<file path="config.mk">
export PLATFORM = sky130hd
export DESIGN_NAME = bitpack32_flat
export DESIGN_NICKNAME = d
export VERILOG_FILES = /design/src/rtl/alu_pkg.sv /design/src/rtl/bitpack32_if.sv /design/src/rtl/bitpack32.sv /design/src/flat_wrapper.sv
export SDC_FILE = /design/constraint.sdc
export NUM_CORES = 1
export LEC_CHECK = 0
export BUFFER_PORTS_ARGS = -buffer_cell sky130_fd_sc_hd__buf_2
export CORE_AREA = 2 2 145 147
export CTS_CLUSTER_SIZE = 10
export DETAILED_ROUTE_END_ITERATION = 6
export DIE_AREA = 0 0 147 149
export PLACE_DENSITY = 0.53
export RECOVER_POWER = 50
export REMOVE_ABC_BUFFERS = 1
export SLEW_MARGIN = 0
export SYNTH_ARGS = -nofsm -noshare
export SYNTH_HDL_FRONTEND = slang
export SYNTH_SLANG_ARGS = --single-unit
</file>
<file path="constraint.sdc">
create_clock -name i_clk -period 5.2 [get_ports i_clk]
set_input_delay 0.26 -clock i_clk [delete_from_list [all_inputs] [get_ports i_clk]]
set_output_delay 0.26 -clock i_clk [all_outputs]
set_load 0.02 [all_outputs]
</file>
<file path="src/rtl/alu_pkg.sv">
// Shared ALU definitions used by the bit-field extract unit and the bit-field packer.
package alu_pkg;

  localparam int BF_WORD_W = 32;

  typedef enum logic [0:0] {
    BP_PACK = 1'b0,
    BP_TAIL = 1'b1
  } bitpack_state_t;

  // Low mask of 'width' ones; a width of 0 selects the full 32-bit word.
  function automatic logic [BF_WORD_W-1:0] bf_mask(input logic [4:0] width);
    logic [BF_WORD_W-1:0] one;
    one = {{(BF_WORD_W-1){1'b0}}, 1'b1};
    if (width == 5'd0) begin
      return '1;
    end
    return (one << width) - one;
  endfunction

endpackage

</file>
<file path="src/rtl/bitpack32_if.sv">
// Field-in / packed-word-out handshake bundle for bitpack32.
interface bitpack32_if;
  import alu_pkg::*;

  // Input field stream
  logic                 i_valid;
  logic                 o_ready;
  logic [BF_WORD_W-1:0] i_data;
  logic [4:0]           i_width;
  logic                 i_last;

  // Packed word stream
  logic                 o_valid;
  logic                 i_out_ready;
  logic [BF_WORD_W-1:0] o_word;
  logic [5:0]           o_nbits;
  logic                 o_last;

  // Producer of fields / consumer of packed words
  modport master (
    output i_valid, i_data, i_width, i_last, i_out_ready,
    input  o_ready, o_valid, o_word, o_nbits, o_last
  );

  // The packer itself
  modport slave (
    input  i_valid, i_data, i_width, i_last, i_out_ready,
    output o_ready, o_valid, o_word, o_nbits, o_last
  );

endinterface

</file>
<file path="src/rtl/bitpack32.sv">
// Sequential bit-field packer: concatenates 1..32-bit fields LSB-first into
// 32-bit words and emits them through a single registered output slot.
module bitpack32
  import alu_pkg::*;
(
  input  logic        i_clk,
  input  logic        i_rst,
  bitpack32_if.slave  bus
);

  bitpack_state_t         state;
  logic [BF_WORD_W-1:0]   acc;
  logic [4:0]             cnt;

  logic                   slot_free;
  logic                   accept;
  logic [5:0]             width_m;
  logic [5:0]             n;
  logic [2*BF_WORD_W-1:0] merged;

  // The output slot can take a new word if it is empty or being drained now.
  assign slot_free   = !bus.o_valid || bus.i_out_ready;
  assign bus.o_ready = !i_rst && (state == BP_PACK) && slot_free;
  assign accept      = bus.i_valid && bus.o_ready;

  // Merge the masked field above the current fill; the upper half holds spill.
  always_comb begin
    width_m = (bus.i_width == 5'd0) ? 6'd32 : {1'b0, bus.i_width};
    merged  = {{BF_WORD_W{1'b0}}, acc}
            | ({{BF_WORD_W{1'b0}}, bus.i_data & bf_mask(bus.i_width)} << cnt);
    n       = {1'b0, cnt} + width_m;
  end

  // --- stage boundary: accumulator / FSM / output slot registers ---
  // Packing FSM with registered output slot; reset discards any pending word.
  always_ff @(posedge i_clk) begin
    if (i_rst) begin
      state       <= BP_PACK;
      acc         <= '0;
      cnt         <= '0;
      bus.o_valid <= 1'b0;
      bus.o_word  <= '0;
      bus.o_nbits <= '0;
      bus.o_last  <= 1'b0;
    end else begin
      if (bus.o_valid && bus.i_out_ready) begin
        bus.o_valid <= 1'b0;
      end
      case (state)
        BP_PACK: begin
          if (accept) begin
            if (n < 6'd32) begin
              if (bus.i_last) begin
                bus.o_valid <= 1'b1;
                bus.o_word  <= merged[BF_WORD_W-1:0];
                bus.o_nbits <= n;
                bus.o_last  <= 1'b1;
                acc         <= '0;
                cnt         <= '0;
              end else begin
                acc <= merged[BF_WORD_W-1:0];
                cnt <= n[4:0];
              end
            end else if (n == 6'd32) begin
              bus.o_valid <= 1'b1;
              bus.o_word  <= merged[BF_WORD_W-1:0];
              bus.o_nbits <= 6'd32;
              bus.o_last  <= bus.i_last;
              acc         <= '0;
              cnt         <= '0;
            end else begin
              // Spill: n is 33..63, so n-32 is simply n[4:0].
              bus.o_valid <= 1'b1;
              bus.o_word  <= merged[BF_WORD_W-1:0];
              bus.o_nbits <= 6'd32;
              bus.o_last  <= 1'b0;
              acc         <= merged[2*BF_WORD_W-1:BF_WORD_W];
              cnt         <= n[4:0];
              if (bus.i_last) begin
                state <= BP_TAIL;
              end
            end
          end
        end
        BP_TAIL: begin
          if (slot_free) begin
            bus.o_valid <= 1'b1;
            bus.o_word  <= acc;
            bus.o_nbits <= {1'b0, cnt};
            bus.o_last  <= 1'b1;
            acc         <= '0;
            cnt         <= '0;
            state       <= BP_PACK;
          end
        end
        default: begin
          state <= BP_PACK;
        end
      endcase
    end
  end

endmodule

</file>
<file path="src/flat_wrapper.sv">
// flat-port wrapper written by rule: the top's interface ports become plain ports
module bitpack32_flat import alu_pkg::*;
  (i_clk, i_rst, bus_i_valid, bus_i_data, bus_i_width, bus_i_last, bus_i_out_ready, bus_o_ready, bus_o_valid, bus_o_word, bus_o_nbits, bus_o_last);
  bitpack32_if bus_i ();
  input  logic i_clk;
  input  logic i_rst;
  input wire logic [$bits(bus_i.i_valid)-1:0] bus_i_valid;
  input wire logic [$bits(bus_i.i_data)-1:0] bus_i_data;
  input wire logic [$bits(bus_i.i_width)-1:0] bus_i_width;
  input wire logic [$bits(bus_i.i_last)-1:0] bus_i_last;
  input wire logic [$bits(bus_i.i_out_ready)-1:0] bus_i_out_ready;
  output wire logic [$bits(bus_i.o_ready)-1:0] bus_o_ready;
  output wire logic [$bits(bus_i.o_valid)-1:0] bus_o_valid;
  output wire logic [$bits(bus_i.o_word)-1:0] bus_o_word;
  output wire logic [$bits(bus_i.o_nbits)-1:0] bus_o_nbits;
  output wire logic [$bits(bus_i.o_last)-1:0] bus_o_last;
  assign bus_i.i_valid = bus_i_valid;
  assign bus_i.i_data = bus_i_data;
  assign bus_i.i_width = bus_i_width;
  assign bus_i.i_last = bus_i_last;
  assign bus_i.i_out_ready = bus_i_out_ready;
  assign bus_o_ready = bus_i.o_ready;
  assign bus_o_valid = bus_i.o_valid;
  assign bus_o_word = bus_i.o_word;
  assign bus_o_nbits = bus_i.o_nbits;
  assign bus_o_last = bus_i.o_last;
  bitpack32 u_core (.i_clk(i_clk), .i_rst(i_rst), .bus(bus_i));
endmodule
</file>
# After elaboration in Yosys (flattened, before gate mapping)
# Cells that the tools add are included.
# classes
addsub	2
n_lt_le_gt_ge	1
n_eq_ne	4
shifts	2
muxes	44
bitwise_logic	3
n_reduce_logical	10
# op_table
op	n
32-bit 2-to-1 mux	11
32-bit one-hot mux with 2 select lines	2
32-bit by 64-bit OR with 64-bit output	1
32-bit by 5-bit left shift with 64-bit output	1
32-bit bitwise AND	1
1-bit by 5-bit left shift with 32-bit output (first input constant)	1
32-bit by 1-bit subtractor with 32-bit output (second input constant)	1
6-bit 2-to-1 mux	5
5-bit 2-to-1 mux	5
1-bit 2-to-1 mux	16
6-bit one-hot mux with 2 select lines	1
5-bit one-hot mux with 2 select lines	1
5-bit by 6-bit adder with 6-bit output	1
6-bit equality test (second input constant)	1
6-bit less-than comparator (second input constant)	1
1-bit one-hot mux with 2 select lines	3
5-bit logical NOT	1
1-bit logical AND	4
3-bit != test (second input constant)	1
3-bit AND reduction	1
1-bit logical NOT	2
2-bit by 1-bit != test with 1-bit output (second input constant)	1
2-bit != test (second input constant)	1
2-bit AND reduction	1
2 further kinds	2
# totals
register_bits	78
output_inout_bits	41

# Logic depth before layout (Yosys ltp)
# logic_depth
word_depth	10
depth_mapped	16
mapped_depth_nobuf	12

# Worst setup path after synthesis
# Ideal clock, no wire load.
# synth_path
path_type	input port to flip-flop
start	in bus_i_width[1]
end	reg u_core.acc[22]
setup_time_ns	0.137
t_arrival_ns	3.526
t_required_ns	5.063
setup_slack_ns	1.537
path_stages	15
path_cell_list	buf_6 -> or4_4 -> nor2_2 -> inv_1 -> ha_1 -> clkbuf_1 -> buf_2 -> o21bai_1 -> a32o_1 -> o211a_1 -> o31ai_1 -> mux2_2 -> a211oi_2 -> a2111oi_1 -> o22ai_1
# synth_between
elab_chain_len	10
# synth_rtl
element	line	text
start: declaration	flat_wrapper.sv:9	input wire logic [$bits(bus_i.i_width)-1:0] bus_i_width;
1-bit by 5-bit left shift with 32-bit output / 5-bit logical NOT (equally long branches)	alu_pkg.sv:18, alu_pkg.sv:15, bitpack32.sv:28	
32-bit by 1-bit subtractor with 32-bit output / 1-bit 2-to-1 mux (equally long branches)	alu_pkg.sv:18, alu_pkg.sv:15	
32-bit 2-to-1 mux	alu_pkg.sv:18	return (one << width) - one;
32-bit bitwise AND	bitpack32.sv:30	| ({{BF_WORD_W{1'b0}}, bus.i_data & bf_mask(bus.i_width)} << cnt);
32-bit by 5-bit left shift with 64-bit output	bitpack32.sv:30	
32-bit by 64-bit OR with 64-bit output	bitpack32.sv:30	
32-bit 2-to-1 mux, on equally long branches	bitpack32.sv:64, bitpack32.sv:53	
32-bit 2-to-1 mux *	bitpack32.sv:52	if (n < 6'd32) begin
32-bit 2-to-1 mux *	bitpack32.sv:51	if (accept) begin
32-bit one-hot mux with 2 select lines *	bitpack32.sv:49	case (state)
end signal: assignment	bitpack32.sv:61	acc <= merged[BF_WORD_W-1:0];
end signal: assignment	bitpack32.sv:77	acc <= merged[2*BF_WORD_W-1:BF_WORD_W];
end: declaration	bitpack32.sv:12	logic [BF_WORD_W-1:0] acc;
# Every way passes the cells marked *; elsewhere a longest branch is shown, timed or not. The select of a mux whose other input is x is not followed.
# A chain may end at the register's enable or synchronous reset.

# Worst setup path in the final report
# layout_path
start	in bus_i_width[1]
end	reg u_core.acc[8]
# The elaborated chain is that of the path after synthesis.

==> run_results.csv <==
group,metric,value,unit
outcome,outcome,"finished, violations left",
outcome,failed_checks,"capacitance limit",
cells_and_area,final_area,7870,um^2
worst_hold_path,worst_hold_path_type,"primary input to flip-flop",
critical_path,critPathMaxStageDelay,1.09,ns
yosys,dominantRegCellSynth,"sky130_fd_sc_hd__dfxtp_1",
drt,route.detailed.drc,0,
drt,detailedRoute.firstPassIterationCount,6,
worst_hold_path,whs_path_depth,3,
clocking,cts_post_setup_buffers_inserted,0,
cells_and_area,nets,994,
placed_design,postPlaceCellArea,7610,um^2
clocking,holdBufCountCts,0,
timing,number_of_slew_limit_violations_in_the_final_report,0,
floorplanning,core_area,20600,um^2
critical_path,cp_max_fo,27,
critical_path,crit-reg2reg-capture,"u_core.acc[8]$_SDFFE_PP0P_",
floorplanning,die_width,147,um
timing,rsz0062_at_grt,"no",
cells_and_area,antennaDiodeCount,0,
critical_path,cp_data_required_time,5.45,ns
timing,period_needed,4.53,ns
clocking,insertion_delay,0.34,ns
flow_run,max-cap-violations,1,
floorplanning,floorplan.die_area,21900,um^2
clocking,htreeDepth,3,
yosys,synth_most_common_cell,"sky130_fd_sc_hd__nor2_1",
floorplanning,placementRows,53,
floorplanning,initial_core_util,0.340,
yosys,post-synth-top-area-fraction,0.223,
cells_and_area,flow.area_growth_from_synthesis,12.5,%
drt,final_antenna_net_count,0,
yosys,netlist_instances,915,
critical_path,crit_chain,"buf_2 > clkbuf_1 > ha_1 > a211oi_1 > o21bai_1 > a21oi_1 > xnor2_1 > nand2_1 > nor2_1 > a22oi_1 > a311oi_1",
floorplanning,die_height,149,um
floorplanning,io_pins,83,
placed_design,placed_wire_length_estimate,20.1,mm
yosys,synth_cell_types,89,
timing,fin_tns_setup,0,ns
timing,worstMarginPinSlew,1.50,ns
worst_hold_path,min_to,"u_core.bus.o_valid$_SDFF_PP0_",
global_route,number_of_antenna_violations_at_the_first_check_in_global_routing,0,
yosys,synth-seq-cells,78,
critical_path,worst_r2r_startpoint,"u_core.cnt[3]$_SDFFE_PP0P_",
timing,finalCritPeriodShare,0.872,
cells_and_area,num-fill-cells,2191,
critical_path,worstSetupStartpointType,"primary input",
drt,via_count,7787,
global_route,global_route_overflow,0,
yosys,post_synth_edffs,0,
global_route,grt_pass1_vias,7060,
power,worst_ir_drop_vdd,0.000156,V
power,power_per_cell_area,244,nW/um^2
cells_and_area,layout-drive-gt1-share,0.146,
yosys,synth_area_leaders,"sky130_fd_sc_hd__dfxtp_1 22%, sky130_fd_sc_hd__nor2_1 5.4%, sky130_fd_sc_hd__mux4_2 5.2%",
yosys,post_synth.cell_area_avg,7.64,um^2
clocking,cts_buffer_depth,2,
critical_path,setup.reg_to_reg.worst_slack,1.46,ns
drt,drt-wirelength-per-cell,22.2,um
placed_design,io_buffer_count,82,
clocking,cts_inserted_buffers,9,
global_route,global_route_wire_length_before_repair,42.5,mm
drt,routed_via_density,6.36,
drt,drt_iter0_drc,790,
yosys,post_synth_most_frequent_cells,"101 x sky130_fd_sc_hd__nor2_1, 78 x sky130_fd_sc_hd__dfxtp_1, 71 x sky130_fd_sc_hd__clkbuf_1",
clocking,tritoncts_num_sinks,78,
drt,detail_route.wirelength,27.2,mm
critical_path,worstRegToRegCells,9,
critical_path,worstPathArrival,4.79,ns
critical_path,worstSetupEndpointType,"flip-flop",
clocking,cts.clk_slew.worst_paths,0.06,ns
yosys,synthesis.area,6990,um^2
yosys,post_synth_top_area_cell,"sky130_fd_sc_hd__dfxtp_1",
timing,timing_hold_violations_final,0,
yosys,synth-warning-count,0,
clocking,post_cts_resize_count,0,
power,total_leakage_power,2.77,nW
yosys,postSynth.asyncResetShare,0,
critical_path,timing.critical_path.slowest_stage_cell,"sky130_fd_sc_hd__clkbuf_1",
yosys,synth_sequential_area_ratio,0.223,
timing,clock-skew-final,0.00901,ns
worst_hold_path,hold_path_startpoint,"bus_i_valid",
timing,maxClockFrequency,221,MHz
placed_design,place_congestion,0.981,
critical_path,worstSetupPathType,"primary input to flip-flop",
timing,setup_viol,0,
global_route,grt_use_total,0.246,
clocking,tritoncts,"yes",
timing,maxSlewHeadroom,0.00249,
global_route,grt_start_max_net_pins,59,
clocking,ctsRootBufferMaster,"sky130_fd_sc_hd__clkbuf_16",
worst max path at each step:
stage	startpoint	endpoint	slack, ns	cells past startpoint
after CTS	bus_i_width[2]	u_core.acc[22]$_SDFFE_PP0P_	1.14	13
after floorplan	u_core.cnt[1]$_SDFFE_PP0P_	u_core.acc[11]$_SDFFE_PP0P_	0.39	8
final	bus_i_width[1]	u_core.acc[8]$_SDFFE_PP0P_	0.67	11
after detailed placement	bus_i_width[2]	u_core.acc[22]$_SDFFE_PP0P_	0.80	13
after global placement	bus_i_width[2]	u_core.acc[22]$_SDFFE_PP0P_	0.86	13
after global routing	bus_i_width[1]	u_core.acc[8]$_SDFFE_PP0P_	0.43	11
through the flow:
stage          hold slack, ns  std cells  power [W]  setup WS, ns   util
2_1_floorplan           0.329        825    0.00101         0.392      -
6_report                0.185       1224    0.00192         0.665  0.383
3_3_place_gp            0.432       1209    0.00122         0.863  0.370
3_5_place_dp            0.443       1209    0.00122         0.800  0.370
4_1_cts                 0.188       1224    0.00192          1.14  0.386
5_1_grt                 0.213       1224    0.00199         0.434  0.383
flip-flops by register name, indices dropped and copies added, names as in the netlist:
| name | count |
|---|---|
| u_core.bus.o_nbits | 6 |
| u_core.bus.o_word | 32 |
| u_core.acc | 32 |
| u_core.bus.o_last | 1 |
| u_core.cnt | 5 |
| u_core.state | 1 |
| u_core.bus.o_valid | 1 |
worst max-delay path: cells and delay by family:
family                     cells  cell delay, ns
xor gates and xnor gates       1            0.94
adders and majority gates      1            0.35
AOI/OAI and AO/OA              5            0.77
buffers and inverters          2            1.21
and+or+nand+nor                2            1.21
cell families (layout without fill, tap and decap cells):
logic type                 Yosys count  after routing  synth area share
AOI/OAI and AO/OA                  359            359             0.373
and+or+nand+nor                    309            309             0.217
buffers and inverters              105            139            0.0603
DFF                                 78             78             0.223
muxes                               52             52             0.105
adders and majority gates            7              7            0.0136
xor gates and xnor gates             5              5           0.00734
cell usage in the layout (no fill, tap or decap), types with 16 or more instances in the layout:
master and instances:
sky130_fd_sc_hd__nor2_1 101, sky130_fd_sc_hd__dfxtp_1 77, sky130_fd_sc_hd__nand2_1 63, sky130_fd_sc_hd__o21ai_0 54
sky130_fd_sc_hd__nor3_1 51, sky130_fd_sc_hd__a21oi_1 43, sky130_fd_sc_hd__clkbuf_1 42, sky130_fd_sc_hd__buf_2 41
sky130_fd_sc_hd__a211oi_1 28, sky130_fd_sc_hd__buf_4 25, sky130_fd_sc_hd__mux2i_1 24, sky130_fd_sc_hd__o211ai_1 24
sky130_fd_sc_hd__nand3_1 22, sky130_fd_sc_hd__o21a_1 20, sky130_fd_sc_hd__o22ai_1 18, sky130_fd_sc_hd__mux4_2 16
routing by layer:
layer  vias up  share of wire  GRT usage
met5         -              0          0
li1       3621              -          -
met3        32          0.086     0.0373
met4         0          0.022     0.0683
met2       411           0.44      0.378
met1      3723           0.46      0.360
cell type report:
type	instances	area, um^2	share of cell area
inverter	15	56.3	0.00716
sequential	78	1560	0.199
clock inverter	4	70.1	0.00890
multi-input combinational	732	5030	0.639
clock buffer	11	253	0.0321
tap	275	344	0.0437
timing repair buffer	109	556	0.0706
power by group:
group	internal [W]	switching, W	leakage, nW
registers	0.000630	0.0000183	0.635
logic	0.000192	0.000377	1.98
clock network	0.000443	0.000258	0.161
(Power assumes the default switching activity.)
